--- src/rtl/reset_pkg.sv ---
// Shared definitions for the reset sequencer.
// State codes and default timing constants.
package reset_pkg;

   typedef enum logic [2:0] {
      HOLD      = 3'd0,
      WAIT_LOCK = 3'd1,
      REL_MEM   = 3'd2,
      REL_VIDEO = 3'd3,
      RUN       = 3'd4,
      CPU_ONLY  = 3'd5
   } state_t;

   localparam int STAGE_DELAY_DEF = 1000;
   localparam int LOCK_FILTER_DEF = 16;
   localparam int CNT_W           = 16;

endpackage

--- src/rtl/reset_sync.sv ---
// Reset synchroniser: asserts asynchronously,
// releases on the 2nd rising clk edge.
module reset_sync (
   input  logic clk,
   input  logic reset_in,
   output logic reset_out
);

   logic meta;

   // two-flop shift of a constant 1, cleared by the raw reset
   always_ff @(posedge clk or negedge reset_in) begin
      if (!reset_in) begin
         meta      <= 1'b0;
         reset_out <= 1'b0;
      end else begin
         meta      <= 1'b1;
         reset_out <= meta;
      end
   end

endmodule

--- src/rtl/reset_sequencer.sv ---
// Staged reset release: memory, then video, then CPU,
// gated by a filtered PLL lock, with a CPU-only soft reset.
module reset_sequencer
   import reset_pkg::*;
#(
   parameter int STAGE_DELAY = STAGE_DELAY_DEF,
   parameter int LOCK_FILTER = LOCK_FILTER_DEF
) (
   input  logic       clk,
   input  logic       reset,
   input  logic       pll_locked,
   input  logic       soft_req,
   output logic       reset_mem_n,
   output logic       reset_video_n,
   output logic       reset_cpu_n,
   output logic       ready,
   output logic [2:0] stage
);

   if (STAGE_DELAY < 1 || STAGE_DELAY > 65535) begin : g_bad_delay
      $error("STAGE_DELAY must be in 1..65535");
   end
   if (LOCK_FILTER < 1 || LOCK_FILTER > 65535) begin : g_bad_filter
      $error("LOCK_FILTER must be in 1..65535");
   end

   localparam logic [CNT_W-1:0] DLY_LAST  = CNT_W'(STAGE_DELAY - 1);
   localparam logic [CNT_W-1:0] LOCK_LAST = CNT_W'(LOCK_FILTER - 1);

   logic             rst_s;
   logic             lock_m;
   logic             lock_s;
   state_t           state;
   state_t           next;
   logic [CNT_W-1:0] cnt;
   logic [CNT_W-1:0] cnt_next;
   logic             mem_d;
   logic             video_d;
   logic             run_d;

   reset_sync u_sync (
      .clk       (clk),
      .reset_in  (reset),
      .reset_out (rst_s)
   );

   // double-flop the asynchronous lock indication
   always_ff @(posedge clk or negedge rst_s) begin
      if (!rst_s) begin
         lock_m <= 1'b0;
         lock_s <= 1'b0;
      end else begin
         lock_m <= pll_locked;
         lock_s <= lock_m;
      end
   end

   // next state, saturating counter and output decode
   always_comb begin
      next     = state;
      cnt_next = (cnt == '1) ? cnt : cnt + 1'b1;
      unique case (state)
         HOLD: next = WAIT_LOCK;
         WAIT_LOCK: begin
            if (!lock_s)
               cnt_next = '0;
            else if (cnt == LOCK_LAST)
               next = REL_MEM;
         end
         REL_MEM: begin
            if (!lock_s)
               next = HOLD;
            else if (cnt == DLY_LAST)
               next = REL_VIDEO;
         end
         REL_VIDEO: begin
            if (!lock_s)
               next = HOLD;
            else if (cnt == DLY_LAST)
               next = RUN;
         end
         RUN: begin
            if (!lock_s)
               next = HOLD;
            else if (soft_req)
               next = CPU_ONLY;
         end
         CPU_ONLY: begin
            if (!lock_s)
               next = HOLD;
            else if (cnt == DLY_LAST)
               next = RUN;
         end
         default: next = HOLD;
      endcase
      if (next != state)
         cnt_next = '0;
      mem_d   = (next == REL_MEM) || (next == REL_VIDEO) ||
                (next == RUN) || (next == CPU_ONLY);
      video_d = (next == REL_VIDEO) || (next == RUN) ||
                (next == CPU_ONLY);
      run_d   = (next == RUN);
   end

   // state, counter and registered outputs
   always_ff @(posedge clk or negedge rst_s) begin
      if (!rst_s) begin
         state         <= HOLD;
         cnt           <= '0;
         reset_mem_n   <= 1'b0;
         reset_video_n <= 1'b0;
         reset_cpu_n   <= 1'b0;
         ready         <= 1'b0;
      end else begin
         state         <= next;
         cnt           <= cnt_next;
         reset_mem_n   <= mem_d;
         reset_video_n <= video_d;
         reset_cpu_n   <= run_d;
         ready         <= run_d;
      end
   end

   assign stage = state;

endmodule
--- config.mk ---
export PLATFORM = sky130hd
export DESIGN_NAME = reset_sequencer
export DESIGN_NICKNAME = d
export VERILOG_FILES = /design/src/rtl/reset_pkg.sv /design/src/rtl/reset_sync.sv /design/src/rtl/reset_sequencer.sv
export SDC_FILE = /design/constraint.sdc
export NUM_CORES = 1
export LEC_CHECK = 0
export CAP_MARGIN = 20
export CORE_ASPECT_RATIO = 1.75
export CORE_UTILIZATION = 60
export DETAILED_ROUTE_END_ITERATION = 10
export GPL_TIMING_DRIVEN = 0
export MAX_ROUTING_LAYER = met4
export PLACE_DENSITY = 0.92
export REMOVE_ABC_BUFFERS = 1
export SETUP_SLACK_MARGIN = 0.1
export SLEW_MARGIN = 20
export SYNTH_ARGS = -nofsm -noshare
export SYNTH_HDL_FRONTEND = slang
export SYNTH_SLANG_ARGS = --single-unit
--- constraint.sdc ---
create_clock -name clk -period 1.6 [get_ports clk]
set_clock_uncertainty 0.1 [all_clocks]
set_input_delay 0.4 -clock clk [delete_from_list [all_inputs] [get_ports clk]]
set_output_delay 0.4 -clock clk [all_outputs]
set_load 0.1 [all_outputs]
# After elaboration in Yosys (flattened, before gate mapping)
# Cells that the tools add are included.
[op_classes] addsub=1 n_eq_ne=13 n_mux=13 n_reduce_logical=7
[op_table] op="2-to-1 mux 16 bit" n=4
[op_table] op="2-to-1 mux 3 bit" n=8
[op_table] op="adder 16 x 1 -> 16 bit (second input constant)" n=1
[op_table] op="== test 16 x 10 -> 1 bit (second input constant)" n=1
[op_table] op="== test 16 bit (second input constant)" n=1
[op_table] op="== test 16 x 4 -> 1 bit (second input constant)" n=1
[op_table] op="case mux 3 bit (5 select lines)" n=1
[op_table] op="== test 3 x 2 -> 1 bit (second input constant)" n=4
[op_table] op="== test 3 bit (second input constant)" n=4
[op_table] op="logical OR 1 bit" n=5
[op_table] op="== test 3 x 1 -> 1 bit (second input constant)" n=1
[op_table] op="zero test 3 bit" n=1
[op_table] op="!= test 3 bit" n=1
[op_table] op="OR reduction 2 bit" n=1
[word_totals] regBits=26 input_bits=4 wordCells=43

# Logic depth before layout (Yosys ltp)
# Gate-level depths: netlist of run 1.
[logic_depth] word_depth=8 ltp_mapped=9

# By module
# A second synthesis of run 1 with hierarchy kept.
[unflattened] hier_cells=146 hier_area_um2=1517.7
[by_module_without_submodules] module="reset_sequencer" n_inst=1 cells_per_inst=143 area_per_inst_um2=1463.9 seq_area_each_um2=600.6
[by_module_without_submodules] module="reset_sync" n_inst=1 cells_per_inst=3 area_per_inst_um2=53.8 seq_area_each_um2=50.0

# Worst setup path before layout of run 1
# Ideal clock, no wire load.
[synth_path] path_kind="reg-to-reg" from="register state[2] (netlist: stage[2])" to="register cnt[12]" setup_ps=94 arrival_ps=2104 required_ps=1406 path_slack_ps=-698 path_stages_with_launch=8 synth_period_minus_slack_ps=2298 cell_sequence="dfrtp_1 buf_2 nor2b_1 nand2b_1 a211oi_1 nor2_1 buf_6 a211oi_1"
[synth_between] elab_chain_len=5 elab_cells_between_ends=19 classes_between="6 x eq/ne; 11 x mux; 2 x reduce/logical"
[synth_rtl] item="start, declared" line_no="reset_sequencer.sv:33" rtl="state_t state;"
[synth_rtl] item="start signal, assigned" line_no="reset_sequencer.sv:115" rtl="state <= next;"
[synth_rtl] item="== test 3 bit, or another cell as far along" line_no="reset_sequencer.sv:62" rtl="unique case (state)"
[synth_rtl] item="OR reduction 2 bit (no line), or another cell as far along"
[synth_rtl] item="case mux 3 bit (5 select lines)" line_no="reset_sequencer.sv:62"
[synth_rtl] item="!= test 3 bit" line_no="reset_sequencer.sv:96" rtl="if (next != state)"
[synth_rtl] item="2-to-1 mux 16 bit *" line_no="reset_sequencer.sv:96"
[synth_rtl] item="net cnt_next[12]" line_no="reset_sequencer.sv:36" rtl="logic [CNT_W-1:0] cnt_next;"
[synth_rtl] item="end signal, assigned" line_no="reset_sequencer.sv:116" rtl="cnt <= cnt_next;"
[synth_rtl] item="end, declared" line_no="reset_sequencer.sv:35" rtl="logic [CNT_W-1:0] cnt;"
# Mark *: on every way through the listed nets, which the timed path passes. The rest lies on a longest branch.

# Worst setup path in the final report of run 1
[layout_path] from="register cnt[0]" to="register cnt[13]"
[layout_between] elab_chain_len=6 elab_cells_between_ends=16 classes_between="1 x add/sub; 4 x eq/ne; 11 x mux"
[layout_rtl] item="parallel branches: the longest is 5 deep, another holds adder 16 x 1 -> 16 bit"
[layout_rtl] item="2-to-1 mux 16 bit *" line_no="reset_sequencer.sv:96"
[layout_rtl] item="net cnt_next[13]" line_no="reset_sequencer.sv:36"
# Mark *: on every way through the listed nets, which the timed path passes.

==> results of run 1 <==
-- worst max-delay path by stage --
stage               slack, ps                       to          startpoint
detailed placement       -860        cnt[15]$_DFF_PN0_    cnt[0]$_DFF_PN0_
CTS                      -290  reset_video_n$_DFF_PN0_   cnt[13]$_DFF_PN0_
global placement         -760        cnt[10]$_DFF_PN0_    cnt[0]$_DFF_PN0_
floorplan                -620        cnt[14]$_DFF_PN0_  stage[2]$_DFF_PN0_
finish                   -380        cnt[13]$_DFF_PN0_    cnt[0]$_DFF_PN0_
global route             -530        cnt[13]$_DFF_PN0_  stage[0]$_DFF_PN0_
-- through the flow --
| step | instances | setup TNS (ps) | total power, W | worst slack (ps) |
|---|---|---|---|---|
| floorplan | 149 | -11700 | 0.00102 | -615 |
| global placement | 184 | -15490 | 0.00109 | -760 |
| detailed placement | 184 | -17690 | 0.00112 | -862 |
| CTS | 210 | -2970 | 0.00176 | -287 |
| global route | 215 | -7520 | 0.00194 | -527 |
| finish | 215 | -5370 | 0.00187 | -383 |
-- final cells by class --
| type | instances | area, µm² | area share |
|---|---|---|---|
| Sequential cell | 26 | 661 | 0.340 |
| Clock buffer | 3 | 41.3 | 0.0213 |
| Clock inverter | 1 | 30.0 | 0.0155 |
| Multi-Input combinational cell | 122 | 875 | 0.451 |
| Timing Repair Buffer | 36 | 295 | 0.152 |
| Tap cell | 25 | 31.3 | 0.0161 |
| Inverter | 2 | 7.51 | 0.00387 |
-- logic make-up (layout without fill, tap and decap cells) --
group	after synthesis	after routing	share of synthesized area
buffers and inverters	12	42	0.0446
xor gates and xnor gates	11	11	0.0661
DFF	26	26	0.446
adders and majority gates	1	1	0.00858
and+or+nand+nor	73	74	0.270
muxes	1	1	0.00687
AOI/OAI and AO/OA	34	34	0.155
other	1	1	0.00257
-- report_power, final --
part | switching, W | internal [W]
sequential | 0.0000970 | 0.000719
combinational | 0.000284 | 0.000203
clock | 0.000226 | 0.000336
total | 0.000607 | 0.00126
-- synth_stat cells (all sizes together) (3+ instances only) --
master / instances
o211ai: 3
nand2: 13
dfrtp: 26
or3: 4
a211oi: 4
and3: 3
nor2b: 3
o21ai: 8
xor2: 11
a21oi: 8
nor3: 3
clkbuf: 5
o2111ai: 4
buf: 5
and4: 3
nand2b: 3
nand3: 8
nor4: 4
and2: 4
nor2: 20
-- repair_timing --
item / 4_1_cts / 5_1_grt
setup endpoints to repair: 29 / 25
pin swaps: 12 / 3
gates cloned: 0 / 1
gates resized for setup: 73 / 13
setup buffers: 22 / 4
-- metal layers --
| metal | routed length [µm] | part of all wire | track usage |
|---|---|---|---|
| met5 | 0 | 0 | - |
| met4 | 303 | 0.060 | 0.310 |
| met3 | 375 | 0.074 | 0.168 |
| met2 | 2620 | 0.52 | 0.621 |
| met1 | 1740 | 0.35 | 0.381 |
==> summary.txt, run 1 <==
Place
  • Placement-stage cell area: 0.00153 mm²
  • Routability congestion estimate: approximately 0.96
  • Detail Placement HPWL: 2.28 mm
  • Port bufs: 10

Clocking
  • H-tree Lvls: 1
  • Cts bufs inserted: 3
  • Clk root buf: clkbuf_8
  • Clock latency on the worst-skew pair: between 200 and 300 ps
  • Clk sinks: 26
  • Clock slew at reported path FFs: ~90 ps
  • Hold Buf Count CTS: 0
  • Deepest clock path buffer count: 2
  • CTS tree: built

Layout
  • # fillers: 120
  • Post-layout util: 0.843
  • Commonest non-fill, non-tap cells in the layout: 29 x buf_4, 19 x nor2_1, 18 x dfrtp_1, 12 x nand2_1, 11 x xor2_1
  • Register with the most flip-flops: cnt
  • Diode count: 0
  • Design area: 0.00194 mm²
  • Commonest non-fill, non-tap cell in the layout: buf_4
  • Fin nets: 196
  • Max FFs per register: 16
  • Layout Area Growth over Synthesis: 33.1%
  • Fraction of layout cells with a size suffix above 1: 0.374

Synthesis
  • Seq cells post-synth: 26
  • Cell variety after synth: 38
  • Post-synth ARST share: 1.00
  • Yosys warns: 0
  • Syn Area/Cell: slightly above 9 µm²
  • Main synth FF type: dfrtp_1
  • Sequential area share after synthesis: 0.446
  • Syn Inst Count: approximately 160
  • Syn Std Cell Area: ~0.0015 mm²
  • Area leader, netlist: dfrtp_1
  • Area contributors post-synth: dfrtp_1 45%, xor2_1 6.6%, nor2_1 5.2%
  • Post-synth EDFFs: 0
  • Top-area cell type share of the netlist area: 0.446

Global route
  • Largest net degree at the start of global routing: 25
  • First-pass GRT wire length: between 6 and 7 mm
  • Initial antenna violation count: 0
  • Tot GR Track Use: 0.404
  • Grt ovf: 0
  • Vias in the first global route: roughly 1500

Critical path
  • Reg2Reg Depth: 6
  • Critical Path RT: between 1500 and 2000 ps
  • Crit path depth: 6
  • Buf/Inv on CP: 0
  • Reg2reg setup slack: -380 ps
  • R2R Path End: cnt[13]$_DFF_PN0_
  • Crit end category: flop
  • CP Cell Sequence: ha_2 -> and2_4 -> and4_4 -> a21oi_2 -> nor2_4 -> a311oi_1
  • Critical-path maximum fanout: 8
  • Slowest-stage cell, CP: dfrtp_1
  • Worst EP arrival: just over 2000 ps
  • Largest stage delay on the critical path: 410 ps
  • Crit path kind: flop to flop
  • CP Launch Type: flop
  • Reg2reg start: cnt[0]$_DFF_PN0_
  • CP top delay family: compound AO/OA/AOI/OAI gates

Die
  • Die Footprint: 0.00264 mm²
  • Width of the die: ~40 µm
  • Initial cell density of the core: 0.633
  • Die height: roughly 67 µm
  • Core area: between 0.002 and 0.0025 mm²
  • Num rows: 23
  • IO Count: 11

Timing
  • Worst Max-Slew Pin Slew: roughly 1000 ps
  • Minimum clock period: a little under 2000 ps
  • Final setup fails: 22
  • Hold Fails Final Rpt: 0
  • RSZ-0062 raised after global routing: yes
  • Final setup margin: -383 ps
  • Max Slew Vio Count: 0
  • Worst hold slack: about 160 ps
  • Peak Freq: ~500 MHz
  • Final period utilization: 1.24
  • Normalized max-slew margin: 0.331

Pwr
  • Max IR drop VDD: around 0.00083 V
  • Pwr dens: between 900 and 1000 mW/mm²
  • Pleak: around 0.85 nW

Drt
  • Post-Route WL: 5.04 mm
  • DR vias: around 1500
  • First-pass DRT Iterations: 5
  • DRC: 0
  • Final ANT Viol Nets: 0
  • DR vias/cell: around 7
  • Initial DRC count: roughly 130
  • Drt wl/cell: between 20 and 25 µm

Flow run
  • Max-Cap Viols: 0

Worst hold path
  • Hold Path Class: primary input to async pin

Status
  • Violated checks: negative setup slack
  • Status: finished with violations
(Power assumes the default switching activity.)
==> run 2, diff against run 1 <==
--- a/config.mk
+++ b/config.mk
@@ -7,14 +7,16 @@
 export LEC_CHECK = 0
 export CAP_MARGIN = 20
 export CORE_ASPECT_RATIO = 1.75
-export CORE_UTILIZATION = 60
+export CORE_MARGIN = 1.5
+export CORE_UTILIZATION = 35
 export DETAILED_ROUTE_END_ITERATION = 10
 export GPL_TIMING_DRIVEN = 0
 export MAX_ROUTING_LAYER = met4
-export PLACE_DENSITY = 0.92
+export PLACE_DENSITY = 0.62
 export REMOVE_ABC_BUFFERS = 1
 export SETUP_SLACK_MARGIN = 0.1
 export SLEW_MARGIN = 20
 export SYNTH_ARGS = -nofsm -noshare
 export SYNTH_HDL_FRONTEND = slang
+export SYNTH_HIERARCHICAL = 1
 export SYNTH_SLANG_ARGS = --single-unit
==> run 2 against run 1 <==
  * The run still ends with negative setup slack left
  * Combinational power fell by 44%
  * Flip-flop and latch count unchanged
  * Clock-buffer cell count increased by 1
  * Sequential share of layout area is 0.60 points lower
  * Sequential power fell by 13%
  * Total power shrank 25%
  * Wire length shrank 30%
  * Final cell count up 3.7%
  * Largest cell class unchanged
==> summary.txt, run 2 <==
Global route
  • Vias in the first global route: 1220 (was 1494)
  • First-pass GRT wire length: 5.69 mm (was 6.98 mm)
  • Largest net degree at the start of global routing: 25 (unchanged)
  • Grt ovf: 0 (unchanged)
  • Tot GR Track Use: 0.162 (was 0.404)
  • Initial antenna violation count: 0 (unchanged)

Timing
  • Max Slew Vio Count: 0 (unchanged)
  • Final setup fails: 21 (was 22)
  • Final period utilization: 1.31 (was 1.24)
  • Normalized max-slew margin: 0.647 (was 0.331)
  • RSZ-0062 raised after global routing: yes (unchanged)
  • Peak Freq: 477 MHz (was 504 MHz)
  • Final setup margin: -495 ps (was -383 ps)
  • Hold Fails Final Rpt: 0 (unchanged)
  • Worst Max-Slew Pin Slew: 529 ps (was 1000 ps)
  • Minimum clock period: 2090 ps (was 1980 ps)

Synthesis
  • Cell variety after synth: 44 (was 38)
  • Top-area cell type share of the netlist area: 0.429 (was 0.446)
  • Syn Inst Count: 146 (was 159)
  • Syn Area/Cell: 10.4 µm² (was 9.17 µm²)
  • Sequential area share after synthesis: 0.429 (was 0.446)
  • Yosys warns: 6 (was 0)
  • Area contributors post-synth: dfrtp_1 43%, nor2_4 6.7%, xor2_1 5.2% (was dfrtp_1 45%, xor2_1 6.6%, nor2_1 5.2%)
  • Most common library cells after synthesis: 26 x dfrtp_1, 12 x nor2_1, 9 x nor2_4, 9 x xor2_1, 8 x nand2_1 (was 26 x dfrtp_1, 20 x nor2_1, 13 x nand2_1)
  • Syn Std Cell Area: 0.00152 mm² (was 0.00146 mm²)
  • Area leader, netlist: dfrtp_1 (unchanged)
  • Post-synth ARST share: 1.00 (unchanged)
  • Most common cell in the synthesized netlist: dfrtp_1 (unchanged)
  • Seq cells post-synth: 26 (unchanged)
  • Main synth FF type: dfrtp_1 (unchanged)
  • Post-synth EDFFs: 0 (unchanged)

Layout
  • Commonest non-fill, non-tap cell in the layout: buf_4 (unchanged)
  • Max FFs per register: 16 (unchanged)
  • Diode count: 0 (unchanged)
  • Register with the most flip-flops: cnt (unchanged)
  • Fin nets: 180 (was 196)
  • Fraction of layout cells with a size suffix above 1: 0.408 (was 0.374)
  • Post-layout util: 0.476 (was 0.843)
  • Commonest non-fill, non-tap cells in the layout: 22 x buf_4, 18 x dfrtp_1, 10 x nor2_1, 9 x xor2_1, 9 x nor2_4 (was 29 x buf_4, 19 x nor2_1, 18 x dfrtp_1, 12 x nand2_1, 11 x xor2_1)
  • Layout Area Growth over Synthesis: 30.2% (was 33.1%)

Critical path
  • Critical Path RT: 1710 ps (was 1670 ps)
  • Critical-path maximum fanout: 5 (was 8)
  • Reg2reg start: cnt[1]$_DFF_PN0_ (was cnt[0]$_DFF_PN0_)
  • CP Launch Type: flop (unchanged)
  • Crit path kind: flop to flop (unchanged)
  • Worst EP arrival: 2200 ps (was 2060 ps)
  • Crit end category: flop (unchanged)
  • Worst Setup SP: cnt[1]$_DFF_PN0_ (was cnt[0]$_DFF_PN0_)

Drt
  • DR vias/cell: 5.53 (was 7.05)
  • Initial DRC count: 33 (was 125)
  • DRC: 0 (unchanged)
  • First-pass DRT Iterations: 4 (was 5)
  • Final ANT Viol Nets: 0 (unchanged)
  • Post-Route WL: 3.54 mm (was 5.04 mm)
  • Drt wl/cell: 15.9 µm (was 23.4 µm)
  • DR vias: 1234 (was 1515)

Die
  • Num rows: 31 (was 23)
  • Die Footprint: 0.00476 mm² (was 0.00264 mm²)
  • Core area: 0.00415 mm² (was 0.00230 mm²)
  • Die height: 90.1 µm (was 67.2 µm)
  • Width of the die: 52.8 µm (was 39.3 µm)
  • IO Count: 11 (unchanged)
  • Initial cell density of the core: 0.366 (was 0.633)

Place
  • Detail Placement HPWL: 2.28 mm (about the same)
  • Place WS: -1080 ps (was -862 ps)
  • Routability congestion estimate: 0.791 (was 0.959)
  • Port bufs: 10 (unchanged)

Pwr
  • Pwr dens: 705 mW/mm² (was 961 mW/mm²)
  • Pleak: 0.793 nW (was 0.851 nW)
  • Post-route total power: 0.00139 W (was 0.00187 W)
  • Max IR drop VDD: 0.000488 V (was 0.000834 V)

Clocking
  • H-tree Lvls: 1 (unchanged)
  • Clock slew at reported path FFs: 90 ps (about the same)
  • Clk sinks: 26 (unchanged)
  • Hold Buf Count CTS: 0 (unchanged)
  • CTS tree: built (unchanged)
  • Cts bufs inserted: 3 (unchanged)
  • Clk root buf: clkbuf_8 (unchanged)
  • Clock latency on the worst-skew pair: 270 ps (was 290 ps)
  • Deepest clock path buffer count: 2 (unchanged)

Status
  • Violated checks: negative setup slack (unchanged)
  • Status: finished with violations (unchanged)

Flow run
  • Max-Cap Viols: 0 (unchanged)

Worst hold path
  • Hold Path Class: flop to async pin (was primary input to async pin)
[run 2: cell families (layout without fill, tap and decap cells)]
kind of cell / Yosys count / count (layout) / share of synthesized area
other: 1 / 1 / 0.00247
buffers and inverters: 13 / 40 / 0.0602
AND/OR/NAND/NOR: 66 / 67 / 0.285
AO/OA/AOI/OAI: 29 / 29 / 0.157
multiplexers: 1 / 1 / 0.00660
adder cells (fa/ha/maj): 1 / 1 / 0.00824
flip-flops: 26 / 26 / 0.429
XOR/XNOR: 9 / 9 / 0.0519
[run 2: path summary, 6_finish.rpt]
| path | to | slack, ps | cells after the start |
|---|---|---|---|
| setup / recovery | cnt[12]$_DFF_PN0_ | -490 | 7 |
| hold / removal | ready$_DFF_PN0_ | 150 | 0 |
| setup reg to reg | cnt[12]$_DFF_PN0_ | -490 | 7 |
| hold reg to reg | ready$_DFF_PN0_ | 150 | 0 |
| max in group asynchronous | stage[0]$_DFF_PN0_ | 870 | 0 |
| min in group clk | lock_s$_DFF_PN0_ | 260 | 0 |
[run 2: where the power goes]
group	leakage, nW	internal (W)	switching (W)	total (W)
combinational	0.428	0.000136	0.000135	0.000271
clock	0.0288	0.000220	0.000193	0.000413
sequential	0.336	0.000677	0.0000323	0.000710
[run 2: what timing repair did]
action / CTS / global route
setup endpoints to repair: 29 / 25
setup buffers: 9 / 13
gates cloned: 1 / 0
resized for setup: 66 / 8
pin swaps: 14 / 4
[run 2: layer usage]
layer | wire length (µm) | GRT usage
met2 | 2020 | 0.289
met1 | 1310 | 0.168
met4 | 100 | 0.0748
met5 | 0 | -
met3 | 105 | 0.0199
[run 2: cell type report]
cell class              count  area (µm²)
flip-flops and latches     26         661
fillers                   372        2170
repair buffers             32         322
inverters                   4        15.0
well taps                  49        61.3
clock buffers               4        55.1
multi-input cells         108         862
[run 2: through the flow]
step,std cells,hold slack [ps],instance area (µm²),TNS [ps]
after floorplan,137,4.41,1440,-23970
after global placement,196,239,1600,-20190
after detailed placement,196,238,1600,-19420
after CTS,210,177,1840,-7250
after global routing,223,176,1980,-9030
final,223,151,1980,-8210
[run 2: worst max-delay path, stage by stage, from the launching register on]
cell and delay (ps):
dfrtp_1 400, ha_2 190, and4bb_1 240, nand4_4 120, a221oi_2 80, or4_4 640, buf_4 190, nor2_4 80
